File: src/rtl/sha256_pkg.sv
// Shared SHA-256 constants and the compression controller state encoding.
// The datapath also imports this package for the IV constants.
package sha256_pkg;

    localparam int SHA256_NUM_ROUNDS = 64;
    localparam int SHA256_MSG_WORDS  = 16;
    localparam int SHA256_IDX_W      = $clog2(SHA256_NUM_ROUNDS);

    // ST_HV_INIT is the one-cycle slot that gives H time to settle from the IV before load_work.
    typedef enum logic [2:0] {
        ST_IDLE,
        ST_HV_INIT,
        ST_LOAD,
        ST_ROUND,
        ST_UPDATE,
        ST_DONE
    } state_e;

    localparam logic [31:0] SHA256_IV [8] = '{
        32'h6a09e667, 32'hbb67ae85, 32'h3c6ef372, 32'ha54ff53a,
        32'h510e527f, 32'h9b05688c, 32'h1f83d9ab, 32'h5be0cd19
    };

endpackage

File: src/rtl/sha256_compression_ctrl_if.sv
// Control and handshake bundle between the bus FSM / datapath (master) and the
// compression sequencer (slave).
interface sha256_compression_ctrl_if;
    import sha256_pkg::*;

    logic                    start;
    logic                    init_hash;
    logic                    msg_valid;
    logic                    msg_ready;
    logic                    busy;
    logic                    hv_init_iv;
    logic                    load_work;
    logic                    round_en;
    logic [SHA256_IDX_W-1:0] round_idx;
    logic                    w_sel_sched;
    logic                    hash_update;
    logic                    done;

    modport master (
        output start, init_hash, msg_valid,
        input  msg_ready, busy, hv_init_iv, load_work, round_en, round_idx,
               w_sel_sched, hash_update, done
    );

    modport slave (
        input  start, init_hash, msg_valid,
        output msg_ready, busy, hv_init_iv, load_work, round_en, round_idx,
               w_sel_sched, hash_update, done
    );

endinterface

File: src/rtl/sha256_round_counter.sv
// Round index counter: advances once per executed round, wraps to 0 after the
// last round, and flags the message-input phase (t < 16).
module sha256_round_counter
    import sha256_pkg::*;
(
    input  logic                    clk,
    input  logic                    rst_n,
    input  logic                    clear_i,
    input  logic                    en_i,
    output logic [SHA256_IDX_W-1:0] idx_o,
    output logic                    last_round_o,
    output logic                    msg_phase_o
);

    localparam logic [SHA256_IDX_W-1:0] LAST_IDX  = SHA256_IDX_W'(SHA256_NUM_ROUNDS - 1);
    localparam logic [SHA256_IDX_W-1:0] MSG_LIMIT = SHA256_IDX_W'(SHA256_MSG_WORDS);

    logic [SHA256_IDX_W-1:0] idx_q;

    // NOTE: reset is synchronous, so it is just the first branch of the clocked block;
    // state updates use non-blocking assignments so every register samples pre-edge values.
    always_ff @(posedge clk) begin
        if (!rst_n || clear_i) begin
            idx_q <= '0;
        end else if (en_i) begin
            idx_q <= (idx_q == LAST_IDX) ? '0 : idx_q + 1'b1;
        end
    end

    assign idx_o        = idx_q;
    assign last_round_o = (idx_q == LAST_IDX);
    assign msg_phase_o  = (idx_q < MSG_LIMIT);

endmodule

File: src/rtl/sha256_compression_ctrl.sv
// SHA-256 compression sequencer: IV load, work-register load, 64 rounds with a
// stallable message phase, then the H += work update and a done pulse.
module sha256_compression_ctrl
    import sha256_pkg::*;
(
    input logic                       clk,
    input logic                       rst_n,
    sha256_compression_ctrl_if.slave  ctrl_if
);

    state_e                  state_q;
    state_e                  state_d;
    logic                    busy_q;
    logic                    hv_init_iv_q;
    logic                    load_work_q;
    logic                    hash_update_q;
    logic                    done_q;
    logic                    start_accept;
    logic                    in_round;
    logic                    round_en;
    logic                    msg_phase;
    logic                    last_round;
    logic [SHA256_IDX_W-1:0] round_idx;

    assign start_accept = (state_q == ST_IDLE) && ctrl_if.start;
    assign in_round     = (state_q == ST_ROUND);
    // Only the message phase waits on the input stream; scheduler rounds never stall.
    assign round_en     = in_round && (!msg_phase || ctrl_if.msg_valid);

    sha256_round_counter u_round_counter (
        .clk          (clk),
        .rst_n        (rst_n),
        .clear_i      (start_accept),
        .en_i         (round_en),
        .idx_o        (round_idx),
        .last_round_o (last_round),
        .msg_phase_o  (msg_phase)
    );

    // NOTE: every variable gets a default before the case so no latch is inferred.
    always_comb begin
        state_d = state_q;
        unique case (state_q)
            ST_IDLE:    if (ctrl_if.start) state_d = ST_HV_INIT;
            ST_HV_INIT: state_d = ST_LOAD;
            ST_LOAD:    state_d = ST_ROUND;
            ST_ROUND:   if (round_en && last_round) state_d = ST_UPDATE;
            ST_UPDATE:  state_d = ST_DONE;
            ST_DONE:    state_d = ST_IDLE;
            default:    state_d = ST_IDLE;
        endcase
    end

    always_ff @(posedge clk) begin
        if (!rst_n) begin
            state_q       <= ST_IDLE;
            busy_q        <= 1'b0;
            hv_init_iv_q  <= 1'b0;
            load_work_q   <= 1'b0;
            hash_update_q <= 1'b0;
            done_q        <= 1'b0;
        end else begin
            state_q       <= state_d;
            busy_q        <= state_d inside {ST_HV_INIT, ST_LOAD, ST_ROUND, ST_UPDATE};
            hv_init_iv_q  <= start_accept && ctrl_if.init_hash;
            load_work_q   <= (state_d == ST_LOAD);
            hash_update_q <= (state_d == ST_UPDATE);
            done_q        <= (state_d == ST_DONE);
        end
    end

    assign ctrl_if.busy        = busy_q;
    assign ctrl_if.hv_init_iv  = hv_init_iv_q;
    assign ctrl_if.load_work   = load_work_q;
    assign ctrl_if.hash_update = hash_update_q;
    assign ctrl_if.done        = done_q;
    assign ctrl_if.round_en    = round_en;
    assign ctrl_if.round_idx   = round_idx;
    assign ctrl_if.msg_ready   = in_round && msg_phase;
    assign ctrl_if.w_sel_sched = in_round && !msg_phase;

endmodule
File: src/flat_wrapper.sv
// flat-port wrapper written by rule: the top's interface ports become plain ports
module sha256_compression_ctrl_flat import sha256_pkg::*;
  (clk, rst_n, ctrl_if_start, ctrl_if_init_hash, ctrl_if_msg_valid, ctrl_if_msg_ready, ctrl_if_busy, ctrl_if_hv_init_iv, ctrl_if_load_work, ctrl_if_round_en, ctrl_if_round_idx, ctrl_if_w_sel_sched, ctrl_if_hash_update, ctrl_if_done);
  sha256_compression_ctrl_if ctrl_if_i ();
  input logic clk;
  input logic rst_n;
  input wire logic [$bits(ctrl_if_i.start)-1:0] ctrl_if_start;
  input wire logic [$bits(ctrl_if_i.init_hash)-1:0] ctrl_if_init_hash;
  input wire logic [$bits(ctrl_if_i.msg_valid)-1:0] ctrl_if_msg_valid;
  output wire logic [$bits(ctrl_if_i.msg_ready)-1:0] ctrl_if_msg_ready;
  output wire logic [$bits(ctrl_if_i.busy)-1:0] ctrl_if_busy;
  output wire logic [$bits(ctrl_if_i.hv_init_iv)-1:0] ctrl_if_hv_init_iv;
  output wire logic [$bits(ctrl_if_i.load_work)-1:0] ctrl_if_load_work;
  output wire logic [$bits(ctrl_if_i.round_en)-1:0] ctrl_if_round_en;
  output wire logic [$bits(ctrl_if_i.round_idx)-1:0] ctrl_if_round_idx;
  output wire logic [$bits(ctrl_if_i.w_sel_sched)-1:0] ctrl_if_w_sel_sched;
  output wire logic [$bits(ctrl_if_i.hash_update)-1:0] ctrl_if_hash_update;
  output wire logic [$bits(ctrl_if_i.done)-1:0] ctrl_if_done;
  assign ctrl_if_i.start = ctrl_if_start;
  assign ctrl_if_i.init_hash = ctrl_if_init_hash;
  assign ctrl_if_i.msg_valid = ctrl_if_msg_valid;
  assign ctrl_if_msg_ready = ctrl_if_i.msg_ready;
  assign ctrl_if_busy = ctrl_if_i.busy;
  assign ctrl_if_hv_init_iv = ctrl_if_i.hv_init_iv;
  assign ctrl_if_load_work = ctrl_if_i.load_work;
  assign ctrl_if_round_en = ctrl_if_i.round_en;
  assign ctrl_if_round_idx = ctrl_if_i.round_idx;
  assign ctrl_if_w_sel_sched = ctrl_if_i.w_sel_sched;
  assign ctrl_if_hash_update = ctrl_if_i.hash_update;
  assign ctrl_if_done = ctrl_if_i.done;
  sha256_compression_ctrl u_core (.clk(clk), .rst_n(rst_n), .ctrl_if(ctrl_if_i));
endmodule
File: config.mk
export PLATFORM = sky130hd
export DESIGN_NAME = sha256_compression_ctrl_flat
export DESIGN_NICKNAME = d
export VERILOG_FILES = /design/src/rtl/sha256_pkg.sv /design/src/rtl/sha256_compression_ctrl_if.sv /design/src/rtl/sha256_round_counter.sv /design/src/rtl/sha256_compression_ctrl.sv /design/src/flat_wrapper.sv
export SDC_FILE = /design/constraint.sdc
export NUM_CORES = 1
export LEC_CHECK = 0
export ABC_AREA = 0
export BUFFER_PORTS_ARGS = -buffer_cell sky130_fd_sc_hd__buf_2
export CAP_MARGIN = 30
export CORE_MARGIN = 2
export CORE_UTILIZATION = 50
export CTS_CLUSTER_DIAMETER = 80
export DETAILED_ROUTE_END_ITERATION = 16
export PLACE_DENSITY = 0.81
export SLEW_MARGIN = 20
export SYNTH_ARGS = -nofsm -noshare
export SYNTH_HDL_FRONTEND = slang
export SYNTH_SLANG_ARGS = --single-unit
File: constraint.sdc
create_clock -name clk -period 2.6 [get_ports clk]
set_input_delay 0.39 -clock clk [delete_from_list [all_inputs] [get_ports clk]]
set_output_delay 0.39 -clock clk [all_outputs]
set_load 0.03 [all_outputs]
# After elaboration in Yosys (flattened, before gate mapping)
# Index checks and enable logic that the tools add are counted.
[word_totals] ramBits=0 latch_bits=0 register_bits=14 mem_count=0 mem_bits_ro=0 elab_cells=35
[classes] n_shift=0 n_reduce_logical=12 bitwise=0 add_sub_neg=1 order_cmp=1 eq_ne=10 n_div=0 n_mul=0 mux=4
[op_table] operator="$pmux W3 S5" count=1
[op_table] operator="$eq A3 B2 Y1 const B" count=4
[op_table] operator="$eq A3 B3 Y1 const B" count=3
[op_table] operator="$add A6 B1 Y6 const B" count=1
[op_table] operator="$eq A3 B1 Y1 const B" count=2
[op_table] operator="$eq A6 B6 Y1 const B" count=1
[op_table] operator="$logic_and A1 B1 Y1" count=6
[op_table] operator="$lt A6 B5 Y1 const B" count=1
[op_table] operator="$mux W3" count=2
[op_table] operator="$mux W6" count=1
[op_table] operator="$reduce_bool A4 Y1" count=1
[op_table] operator="$logic_not A3 Y1" count=1
[op_table] operator="$logic_not A1 Y1" count=2
[op_table] operator="$logic_or A1 B1 Y1" count=2

# Logic depth before layout (Yosys ltp)
# Gate-level depths: netlist of run 1.
[logic_depth] ltp_word=9 depth_mapped=5

# Cells and area by module
# Synthesis of run 1 repeated with hierarchy kept, for this count alone.
[hier_totals] hier_cells=61 hier_area_um2=584.3
[by_module_without_submodules] mod="sha256_compression_ctrl" area_per_inst_um2=305.3 cells_each=30 n_inst=1
[by_module_without_submodules] mod="sha256_round_counter" area_per_inst_um2=279.0 cells_each=31 n_inst=1

# Worst setup path after synthesis of run 1
# No wires, ideal clock.
[synth_timing] path_kind="reg-to-reg" start="register u_core.u_round_counter.idx_q[0], in the netlist u_core.u_round_counter.idx_o[0]" end="register u_core.busy_q, in the netlist u_core.ctrl_if.busy" path_slack_ns=0.800 setup_time_ns=0.117 required_time_ns=2.483 path_stages_with_launch=5 synth_period_minus_slack_ns=1.800 t_arrival_ns=1.684 n_path_buf=0 cell_sequence="dfxtp_1 ha_1 nand3_1 or4_4 a22o_1"
[synth_between] elab_chain_cells=9
[synth_rtl] item="start: declaration" line_no="sha256_round_counter.sv:18" text="logic [SHA256_IDX_W-1:0] idx_q;"
[synth_rtl] item="start signal: assignment" line_no="sha256_round_counter.sv:26" text="idx_q <= (idx_q == LAST_IDX) ? '0 : idx_q + 1'b1;"
[synth_rtl] item="$lt A6 B5 Y1" line_no="sha256_round_counter.sv:32" text="assign msg_phase_o = (idx_q < MSG_LIMIT);"
[synth_rtl] item="$logic_not A1 Y1" line_no="sha256_compression_ctrl.sv:28" text="assign round_en = in_round && (!msg_phase || ctrl_if.msg_valid);"
[synth_rtl] item="$logic_or A1 B1 Y1" line_no="sha256_compression_ctrl.sv:28"
[synth_rtl] item="$logic_and A1 B1 Y1" line_no="sha256_compression_ctrl.sv:28"
[synth_rtl] item="$logic_and A1 B1 Y1 *" line_no="sha256_compression_ctrl.sv:47" text="ST_ROUND: if (round_en && last_round) state_d = ST_UPDATE;"
[synth_rtl] item="$mux W3 *" line_no="sha256_compression_ctrl.sv:47"
[synth_rtl] item="$pmux W3 S5 *" line_no="sha256_compression_ctrl.sv:43" text="unique case (state_q)"
[synth_rtl] item="$eq A3 B1 Y1 (tied with other cells)" line_no="sha256_compression_ctrl.sv:64" text="busy_q <= state_d inside {ST_HV_INIT, ST_LOAD, ST_ROUND, ST_UPDATE};"
[synth_rtl] item="$reduce_bool A4 Y1 *" line_no="sha256_compression_ctrl.sv:64"
[synth_rtl] item="end signal: assignment" line_no="sha256_compression_ctrl.sv:64"
[synth_rtl] item="end: declaration" line_no="sha256_compression_ctrl.sv:13" text="logic busy_q;"
# Every way passes the cells marked *; elsewhere a longest branch is shown, timed or not.
# A chain may end at the register's enable or synchronous reset.

# Worst setup path after layout of run 1
[layout_timing] start="register u_core.state_q[2]" end="output ctrl_if_msg_ready"
[layout_between] elab_chain_cells=2
[layout_rtl] item="start: declaration" line_no="sha256_compression_ctrl.sv:11" text="state_e state_q;"
[layout_rtl] item="start signal: assignment" line_no="sha256_compression_ctrl.sv:63" text="state_q <= state_d;"
[layout_rtl] item="$eq A3 B2 Y1" line_no="sha256_compression_ctrl.sv:26" text="assign in_round = (state_q == ST_ROUND);"
[layout_rtl] item="$logic_and A1 B1 Y1" line_no="sha256_compression_ctrl.sv:79" text="assign ctrl_if.msg_ready = in_round && msg_phase;"
[layout_rtl] item="end: declaration" line_no="flat_wrapper.sv:10" text="output wire logic [$bits(ctrl_if_i.msg_ready)-1:0] ctrl_if_msg_ready;"
# No other way between the ends.

==> impl_metrics.tcl, run 1 <==
set metrics [dict create \
    rows 13 \
    cts-resized-gates 0 \
    ys_seq_elements 14 \
    fp.coreArea_sq_um 1250 \
    synth_top_area_share_pct 42.9 \
    min_path_type "in2reg" \
    wl_per_cell_um 11.9 \
    place_inst 104 \
    yosysSeqAreaShare_pct 42.9 \
    syn_nets 79 \
    io_buffers 18 \
    peakVddDrop_uv 324 \
    cp.required_ns 2.21 \
    power.net_switching_w 0.0000960 \
    cap_violations 0 \
    overflow 0 \
    synth_area_leaders "dfxtp_1 43%, a21oi_1 5.4%, nor2_1 4.0%" \
    drive_gt1_share_pct 27.2 \
    post-route-period-util_pct 71.4 \
    drc 0 \
    clkPwrFrac_pct 30.0 \
    swShare_pct 24.8 \
    drt_iter0_drc 8 \
    cts_tree "done" \
    crit_fanout 11 \
    critPathArrivalTime_ns 1.47 \
    clock_path_buffers 2 \
    clk_latency_ns 0.27 \
    multi_input_area_sq_um 340 \
    rsz0062_at_grt "no" \
    vias 609 \
    path_buf_inv 1 \
    cts_setup_buffers 0 \
    power_density_nw_per_um2 502 \
    gp_routability_congestion 0.785 \
    nFillCells 109 \
    syn_area_sq_um 653 \
    synth_top_area_cell "dfxtp_1" \
    viasPerCell 5.69 \
    syn_area_per_cell_sq_um 8.95 \
    critPathKind "reg2out" \
    initial_core_util_pct 52.1 \
    antenna_cells 0 \
    post_dp_cell_area_sq_um 748 \
    seq_power_share_pct 58.5 \
    instances_no_fill 107 \
    max_freq_ghz 0.539 \
    cts_inserted_buffers 3 \
    crit_path_end_kind "primary output" \
    power.leakage_nw 0.331 \
    drt-pass1-iter-count 4 \
    synthToLayoutAreaGrowth_pct 18.0 \
    ant_nets 0 \
    antenna_found_initial 0 \
    pre_cts_ws_ns 0.883 \
    grt_util_all_layers_pct 18.3 \
    cp_slowest_stage_delay_ns 0.38 \
    die_width_um 40.1 \
    synth_warnings 0 \
    postSynthCellCount 73 \
    hold_buffers 0 \
    ff_latch_area_sq_um 280 \
    tns_ns 0 \
    grt_max_degree 12 \
    finClkSkew_ns 0.00362 \
    slew_headroom_pct 75.2 \
    cp_top_family "simple AND/OR/NAND/NOR gates" \
    setup_viol 0 \
    worst_slack_ns 0.743 \
    nets 100 \
    clkSlewWorstSetupHoldPaths_ns 0.08 \
    die_h_um 40.1 \
    wirelength_um 1280 \
    fin_crit_ns 1.86 \
    start_kind "flip-flop" \
    p_total_w 0.000387 \
    worst_pin_slew_ns 0.370 \
    finalHoldViolCount 0 \
    synth_cell_types 32 \
    dieArea_sq_um 1610 \
    grt_pass1_wl_um 1880 \
    combPwrFrac_pct 11.4 \
    status "finished clean" \
    htreeDepth 1 \
    first_global_vias 445 \
    clock_sinks 14 \
    cts_root_buf "clkbuf_4" \
    drv_slew 0 \
    dp_hpwl_um 944 \
    io_pins 19 \
    intPower_w 0.000291 \
    design_area_sq_um 771 \
    cp_cell_sequence "nand3b_1, nor3_1, buf_2" \
    slowest_stage "dfxtp_1" \
]
[cell families after synthesis]
kind of cell	count (synthesis)	share of synthesized area (%)
muxes	1	1.53
and+or+nand+nor	31	28.7
AOI/OAI and AO/OA	20	19.9
adders and majority gates	1	1.92
DFF	14	42.9
buffers and inverters	6	4.98
[cell usage in the layout, fill, tap and decap left out]
| cell type | n |
|---|---|
| o21ai_0 | 4 |
| nor2_1 | 7 |
| a31o_2 | 1 |
| clkbuf_4 | 3 |
| nand4_1 | 2 |
| and3_1 | 2 |
| mux2i_1 | 1 |
| nand3_1 | 3 |
| nor3_2 | 1 |
| a21boi_0 | 1 |
| nor3_1 | 1 |
| o2111ai_1 | 1 |
| and3b_1 | 2 |
| dfxtp_1 | 14 |
| nand2b_1 | 1 |
| and4_1 | 1 |
| nand2_1 | 3 |
| ha_1 | 1 |
| a22o_1 | 1 |
| o41ai_1 | 2 |
| o21bai_1 | 1 |
| inv_1 | 3 |
| or3_1 | 1 |
| nor3b_1 | 2 |
| or4_1 | 2 |
| buf_2 | 18 |
| o31ai_1 | 1 |
| a21oi_1 | 7 |
| nand3b_1 | 1 |
| a32oi_1 | 1 |
| and2b_1 | 1 |
| or4_4 | 1 |
| buf_4 | 1 |
[routing by layer]
layer / track usage, % / share of wire [%]
met2: 25.4 / 44
met3: 5.00 / 3.8
met4: 10.3 / 2.0
met1: 25.2 / 50
met5: 0 / 0
[cell usage after synthesis]
master / n
and3b_1: 2
nor3_2: 1
nand2b_1: 1
or3_1: 1
a32oi_1: 1
and3_1: 2
a21boi_0: 1
nand2_1: 3
and2b_1: 1
ha_1: 1
and4_1: 1
nand3b_1: 1
o21ai_0: 4
or4_4: 1
o21bai_1: 1
nor3b_1: 2
a31o_2: 1
o31ai_1: 1
nand4_1: 2
or4_1: 2
nand3_1: 3
inv_1: 3
dfxtp_1: 14
buf_6: 1
o41ai_1: 2
nor2_1: 7
a22o_1: 1
a21oi_1: 7
o2111ai_1: 1
buf_2: 2
nor3_1: 1
mux2i_1: 1
[worst register-to-register path, delay by kind of cell (launching register included)]
family | cells | cell delay (ns)
AO/OA/AOI/OAI | 1 | 0.19
adder cells (fa/ha/maj) | 1 | 0.27
flip-flops | 1 | 0.45
AND/OR/NAND/NOR | 2 | 0.71
[per-stage QoR]
step | util, % | hold WS (ns)
after global placement | 59.7 | 0.508
final | 61.5 | 0.378
after floorplan | - | 0.507
after global routing | 61.5 | 0.391
after detailed placement | 59.7 | 0.511
after CTS | 61.5 | 0.376
[final cells by class]
cell class	instances	area share [%]
Sequential cell	14	36.4
Multi-Input combinational cell	53	44.2
Timing Repair Buffer	19	12.7
Tap cell	15	2.44
Clock buffer	3	2.92
Inverter	3	1.46
[power groups by stage]
stage	clock, W	sequential [W]	combinational (W)
final	0.000116	0.000226	0.0000442
after detailed placement	0	0.000231	0.0000439
after global placement	0	0.000231	0.0000435
after CTS	0.000121	0.000226	0.0000440
after floorplan	0	0.000236	0.0000260
after global routing	0.000130	0.000228	0.0000480
[registers in the layout (all words and copies together) (netlist names)]
| name | count |
|---|---|
| u_core.u_round_counter.idx_o | 6 |
| u_core.state_q | 3 |
| u_core.ctrl_if.busy | 1 |
| u_core.ctrl_if.done | 1 |
| u_core.ctrl_if.hash_update | 1 |
| u_core.ctrl_if.hv_init_iv | 1 |
| u_core.ctrl_if.load_work | 1 |
[final timing paths]
check / start / end / slack, ns / cells after the start
hold reg to reg: u_core.u_round_counter.idx_o[3] / u_core.u_round_counter.idx_o[3] / 0.52 / 2
hold / removal: ctrl_if_init_hash / u_core.ctrl_if.hv_init_iv / 0.38 / 2
setup / recovery: u_core.state_q[2] / ctrl_if_msg_ready / 0.74 / 3
setup reg to reg: u_core.u_round_counter.idx_o[0] / u_core.ctrl_if.busy / 0.87 / 4
Power figures use the tool's default switching activity.
==> run 2: changes to the inputs <==
--- a/config.mk
+++ b/config.mk
@@ -9,10 +9,10 @@
 export BUFFER_PORTS_ARGS = -buffer_cell sky130_fd_sc_hd__buf_2
 export CAP_MARGIN = 30
 export CORE_MARGIN = 2
-export CORE_UTILIZATION = 50
+export CORE_UTILIZATION = 43
 export CTS_CLUSTER_DIAMETER = 80
 export DETAILED_ROUTE_END_ITERATION = 16
-export PLACE_DENSITY = 0.81
+export PLACE_DENSITY = 0.75
 export SLEW_MARGIN = 20
 export SYNTH_ARGS = -nofsm -noshare
 export SYNTH_HDL_FRONTEND = slang
==> constraint.sdc (replaced) <==
create_clock -name clk -period 1.7 [get_ports clk]
set_input_delay 0.255 -clock clk [delete_from_list [all_inputs] [get_ports clk]]
set_output_delay 0.255 -clock clk [all_outputs]
set_load 0.03 [all_outputs]
==> run 2 against run 1 <==
Effect of this change:
- sequential power is 53% higher
- highest routed layer unchanged
- via count is 2.3% higher
- critical endpoint is now u_core.ctrl_if.busy
- critical path depth is 1 higher
- first-iteration DRC count is 100% higher
- utilization is 5.8 points lower
- register-to-register slack worse by 0.77 ns
- non-clock buffer count is 4 higher
==> impl_metrics.tcl, run 2 (synthesis gave the netlist of run 1 again) <==
set metrics [dict create \
    antenna_found_initial 0 \
    fp.coreArea_sq_um 1470 \
    cts_setup_buffers 0 \
    dieArea_sq_um 1850 \
    drv_slew 0 \
    synthToLayoutAreaGrowth_pct 25.5 \
    r2r_cells 4 \
    critPathArrivalTime_ns 1.78 \
    start_kind "flip-flop" \
    io_buffers 18 \
    viasPerCell 5.51 \
    critPathKind "reg2reg" \
    wl_per_cell_um 12.8 \
    crit_fanout 7 \
    initial_core_util_pct 44.4 \
    htreeDepth 1 \
    crit_path_end_kind "flip-flop" \
    dp_hpwl_um 1020 \
    worst_pin_slew_ns 0.380 \
    swShare_pct 24.8 \
    power.net_switching_w 0.000165 \
    worst_slack_ns 0.0980 \
    place_inst 109 \
    ant_nets 0 \
    gp_routability_congestion 0.858 \
    cts_inserted_buffers 3 \
    peakVddDrop_uv 437 \
    vias 623 \
    combPwrFrac_pct 11.6 \
    clk_latency_ns 0.28 \
    clkSlewWorstSetupHoldPaths_ns 0.09 \
    largest_reg_flops 6 \
    first_global_vias 493 \
    post_dp_cell_area_sq_um 782 \
    drive_gt1_share_pct 34.0 \
    tns_ns 0 \
    cts_tree "done" \
    final_cell_mix "18 x buf_2, 11 x dfxtp_1, 7 x nor2_1, 7 x a21oi_1, 5 x buf_4" \
    drt_iter0_drc 16 \
    pre_cts_ws_ns 0.113 \
    max_freq_ghz 0.624 \
    power_density_nw_per_um2 808 \
    antenna_cells 0 \
    drt-pass1-iter-count 4 \
    power.leakage_nw 0.360 \
    io_pins 19 \
    post-route-period-util_pct 94.2 \
    rsz0062_at_grt "no" \
    setup_viol 0 \
    grt_max_degree 11 \
    hold_depth 2 \
    design_area_sq_um 820 \
    intPower_w 0.000498 \
    seq_power_share_pct 52.0 \
    cts_root_buf "clkbuf_4" \
    cap_violations 0 \
    slew_headroom_pct 74.5 \
    clock_path_buffers 2 \
    nFillCells 139 \
    die_h_um 43.0 \
    p_total_w 0.000662 \
    die_width_um 43.0 \
    clkPwrFrac_pct 36.3 \
    finalHoldViolCount 0 \
    fin_crit_ns 1.60 \
    clock_sinks 14 \
    min_path_type "in2reg" \
    nets 104 \
    rows 14 \
    instances_no_fill 113 \
    drc 0 \
    finClkSkew_ns 0.00368 \
    wirelength_um 1440 \
    status "finished clean" \
    layout_commonest_cell "buf_2" \
    overflow 0 \
    grt_pass1_wl_um 2190 \
    grt_util_all_layers_pct 16.2 \
    cp.required_ns 1.88 \
]
-- run 2: cell count changes in the layout (fill, tap and decap cells not counted), sizes merged --
cell    change
clkbuf      +1
buf         +4
-- run 2: timing repair --
item                                    in CTS  in global routing
gates resized for setup                      0                  1
hold buffers                                 0                  0
endpoints found under the setup margin       0                  3
-- run 2: stage by stage --
step	util (%)	hold WS, ns
after global routing	55.7	0.256
after floorplan	-	0.401
after CTS	55.6	0.230
final	55.7	0.229
after detailed placement	53.1	0.511
after global placement	53.1	0.506
-- run 2: path summary, 6_finish.rpt --
path                                   start                               to  slack [ns]
max          u_core.u_round_counter.idx_o[1]              u_core.ctrl_if.busy         0.1
min                        ctrl_if_init_hash        u_core.ctrl_if.hv_init_iv        0.23
max reg2reg  u_core.u_round_counter.idx_o[1]              u_core.ctrl_if.busy         0.1
min reg2reg  u_core.u_round_counter.idx_o[3]  u_core.u_round_counter.idx_o[3]        0.52
-- run 2: power by group through the flow --
stage / logic (W) / clock network (W) / registers (W)
final: 0.0000770 / 0.000241 / 0.000345
after CTS: 0.0000760 / 0.000248 / 0.000344
after floorplan: 0.0000397 / 0 / 0.000361
after global routing: 0.0000822 / 0.000263 / 0.000345
after global placement: 0.0000752 / 0 / 0.000351
after detailed placement: 0.0000753 / 0 / 0.000351
-- run 2: metal layers --
metal	vias to the layer above	part of all wire [%]	wire, um	track usage (%)
li1	323	-	-	-
met1	275	47	677	20.9
met2	23	45	647	23.6
met3	2	6.7	97	5.11
met4	0	1.3	19	9.09
met5	-	0	0	0
-- run 2: cell type report --
class	count	area, sq um	area share (%)
well taps	16	20.0	2.44
clock buffers	4	36.3	4.43
inverters	3	11.3	1.37
repair buffers	23	128	15.6
multi-input cells	53	340	41.5
flip-flops and latches	14	284	34.7
-- run 2: critical path, cell delays in order (launching register included) --
cell	delay, ns
dfxtp_2	0.39
ha_1	0.25
nand3_1	0.15
or4_4	0.53
a22o_1	0.19
==> run 3: changes to the inputs <==
--- a/config.mk
+++ b/config.mk
@@ -12,7 +12,7 @@
 export CORE_UTILIZATION = 43
 export CTS_CLUSTER_DIAMETER = 80
 export DETAILED_ROUTE_END_ITERATION = 16
-export PLACE_DENSITY = 0.75
+export PLACE_DENSITY = 0.76
 export SLEW_MARGIN = 20
 export SYNTH_ARGS = -nofsm -noshare
 export SYNTH_HDL_FRONTEND = slang
==> run 3 against run 2 <==
Effect of this change:
- setup slack improved by 0.027 ns
- final cell count unchanged
- die area unchanged
- largest power group unchanged
- highest routed layer is now met3
==> impl_metrics.tcl, run 3 (synthesis gave the netlist of run 1 again) <==
set metrics [dict create \
    status "finished clean" \
    dieArea_sq_um 1850 \
    peakVddDrop_uv 594 \
    setup_viol 0 \
    drc 0 \
    power_density_nw_per_um2 792 \
    finClkSkew_ns 0.00103 \
    cts-resized-gates 0 \
    die_width_um 43.0 \
    post_dp_cell_area_sq_um 782 \
    clk_latency_ns 0.27 \
    htreeDepth 1 \
    cp.required_ns 1.44 \
    io_buffers 18 \
    slowest_stage "dfxtp_2" \
    synthToLayoutAreaGrowth_pct 25.9 \
    cp_cell_sequence "nand3b_1, buf_4, nor3_1, buf_2" \
    io_pins 19 \
    first_global_vias 506 \
    start_kind "flip-flop" \
    clkSlewWorstSetupHoldPaths_ns 0.08 \
    cts_root_buf "clkbuf_4" \
    antenna_found_initial 0 \
    vias 642 \
    wl_per_cell_um 12.4 \
    rsz0062_at_grt "no" \
    pre_cts_ws_ns 0.129 \
    worst_slack_ns 0.125 \
    power.leakage_nw 0.357 \
    final_cell_mix "18 x buf_2, 11 x dfxtp_1, 7 x nor2_1, 7 x a21oi_1, 5 x buf_4" \
    slew_headroom_pct 73.6 \
    wl_met2_um 644 \
    rows 14 \
    p_total_w 0.000651 \
    tns_ns 0 \
    grt_util_all_layers_pct 15.7 \
    clock_sinks 14 \
    wirelength_um 1400 \
    crit_path_end_kind "primary output" \
    dp_hpwl_um 1040 \
    drt_iter0_drc 20 \
    cts_tree "done" \
    grt_pass1_wl_um 2210 \
    rrSetupSlack_ns 0.14 \
    cap_violations 0 \
    cp_slowest_stage_delay_ns 0.40 \
    largest_reg_flops 6 \
    path_buf_inv 2 \
    gp_routability_congestion 0.861 \
    antenna_cells 0 \
    fp.coreArea_sq_um 1470 \
    cts_setup_buffers 0 \
    clock_path_buffers 2 \
    min_path_type "in2reg" \
    critPathKind "reg2out" \
    drv_slew 0 \
    grt_max_degree 11 \
    drt-pass1-iter-count 4 \
    met3WireLength_um 61 \
    cts_inserted_buffers 3 \
    ant_nets 0 \
    finalHoldViolCount 0 \
    cp_top_family "buffers and inverters" \
    layout_commonest_cell "buf_2" \
    max_freq_ghz 0.635 \
    highest_layer "met3" \
    hold_buffers 0 \
    post-route-period-util_pct 92.7 \
    nets 104 \
    drive_gt1_share_pct 35.1 \
    viasPerCell 5.68 \
    worst_pin_slew_ns 0.394 \
    initial_core_util_pct 44.4 \
    wl_met1_um 690 \
    crit_fanout 10 \
    die_h_um 43.0 \
    fin_crit_ns 1.58 \
    overflow 0 \
    critPathArrivalTime_ns 1.32 \
    design_area_sq_um 822 \
]
run 3: worst paths after layout:
kind	cells after the start	start	to
worst max-delay path	4	u_core.state_q[0]	ctrl_if_msg_ready
worst min-delay path	2	ctrl_if_init_hash	u_core.ctrl_if.hv_init_iv
worst max register to register	4	u_core.u_round_counter.idx_o[1]	u_core.state_q[0]
worst min register to register	2	u_core.u_round_counter.idx_o[3]	u_core.u_round_counter.idx_o[3]
run 3: metrics by stage:
step	cells	hold slack (ns)	util, %
2_1_floorplan	73	0.401	-
3_3_place_gp	109	0.504	53.1
3_5_place_dp	109	0.512	53.1
4_1_cts	113	0.254	55.6
5_1_grt	113	0.253	55.9
6_report	113	0.260	55.9
run 3: cell type report:
cell class / instances / area (sq um)
Sequential cell: 14 / 284
Timing Repair Buffer: 23 / 128
Fill cell: 142 / 649
Clock buffer: 4 / 36.3
Multi-Input combinational cell: 53 / 343
Tap cell: 16 / 20.0
Inverter: 3 / 11.3
run 3: power breakdown:
group	leakage (nW)	internal, W	total (W)	switching (W)
Clock	0.0210	0.000130	0.000230	0.0000998
Combinational	0.221	0.0000295	0.0000764	0.0000468
Sequential	0.115	0.000338	0.000344	0.00000659
run 3: worst register-to-register path, stage by stage (launching register included):
cell and delay [ns]:
dfxtp_2 0.38, ha_2 0.23, nand3_1 0.13, or4_4 0.53, and3_1 0.18
run 3: routing by layer:
layer / track usage, % / up-vias
met2: 24.8 / 17
met4: 3.64 / 0
met3: 5.11 / 0
met5: 0 / -
li1: - / 324
met1: 21.0 / 301
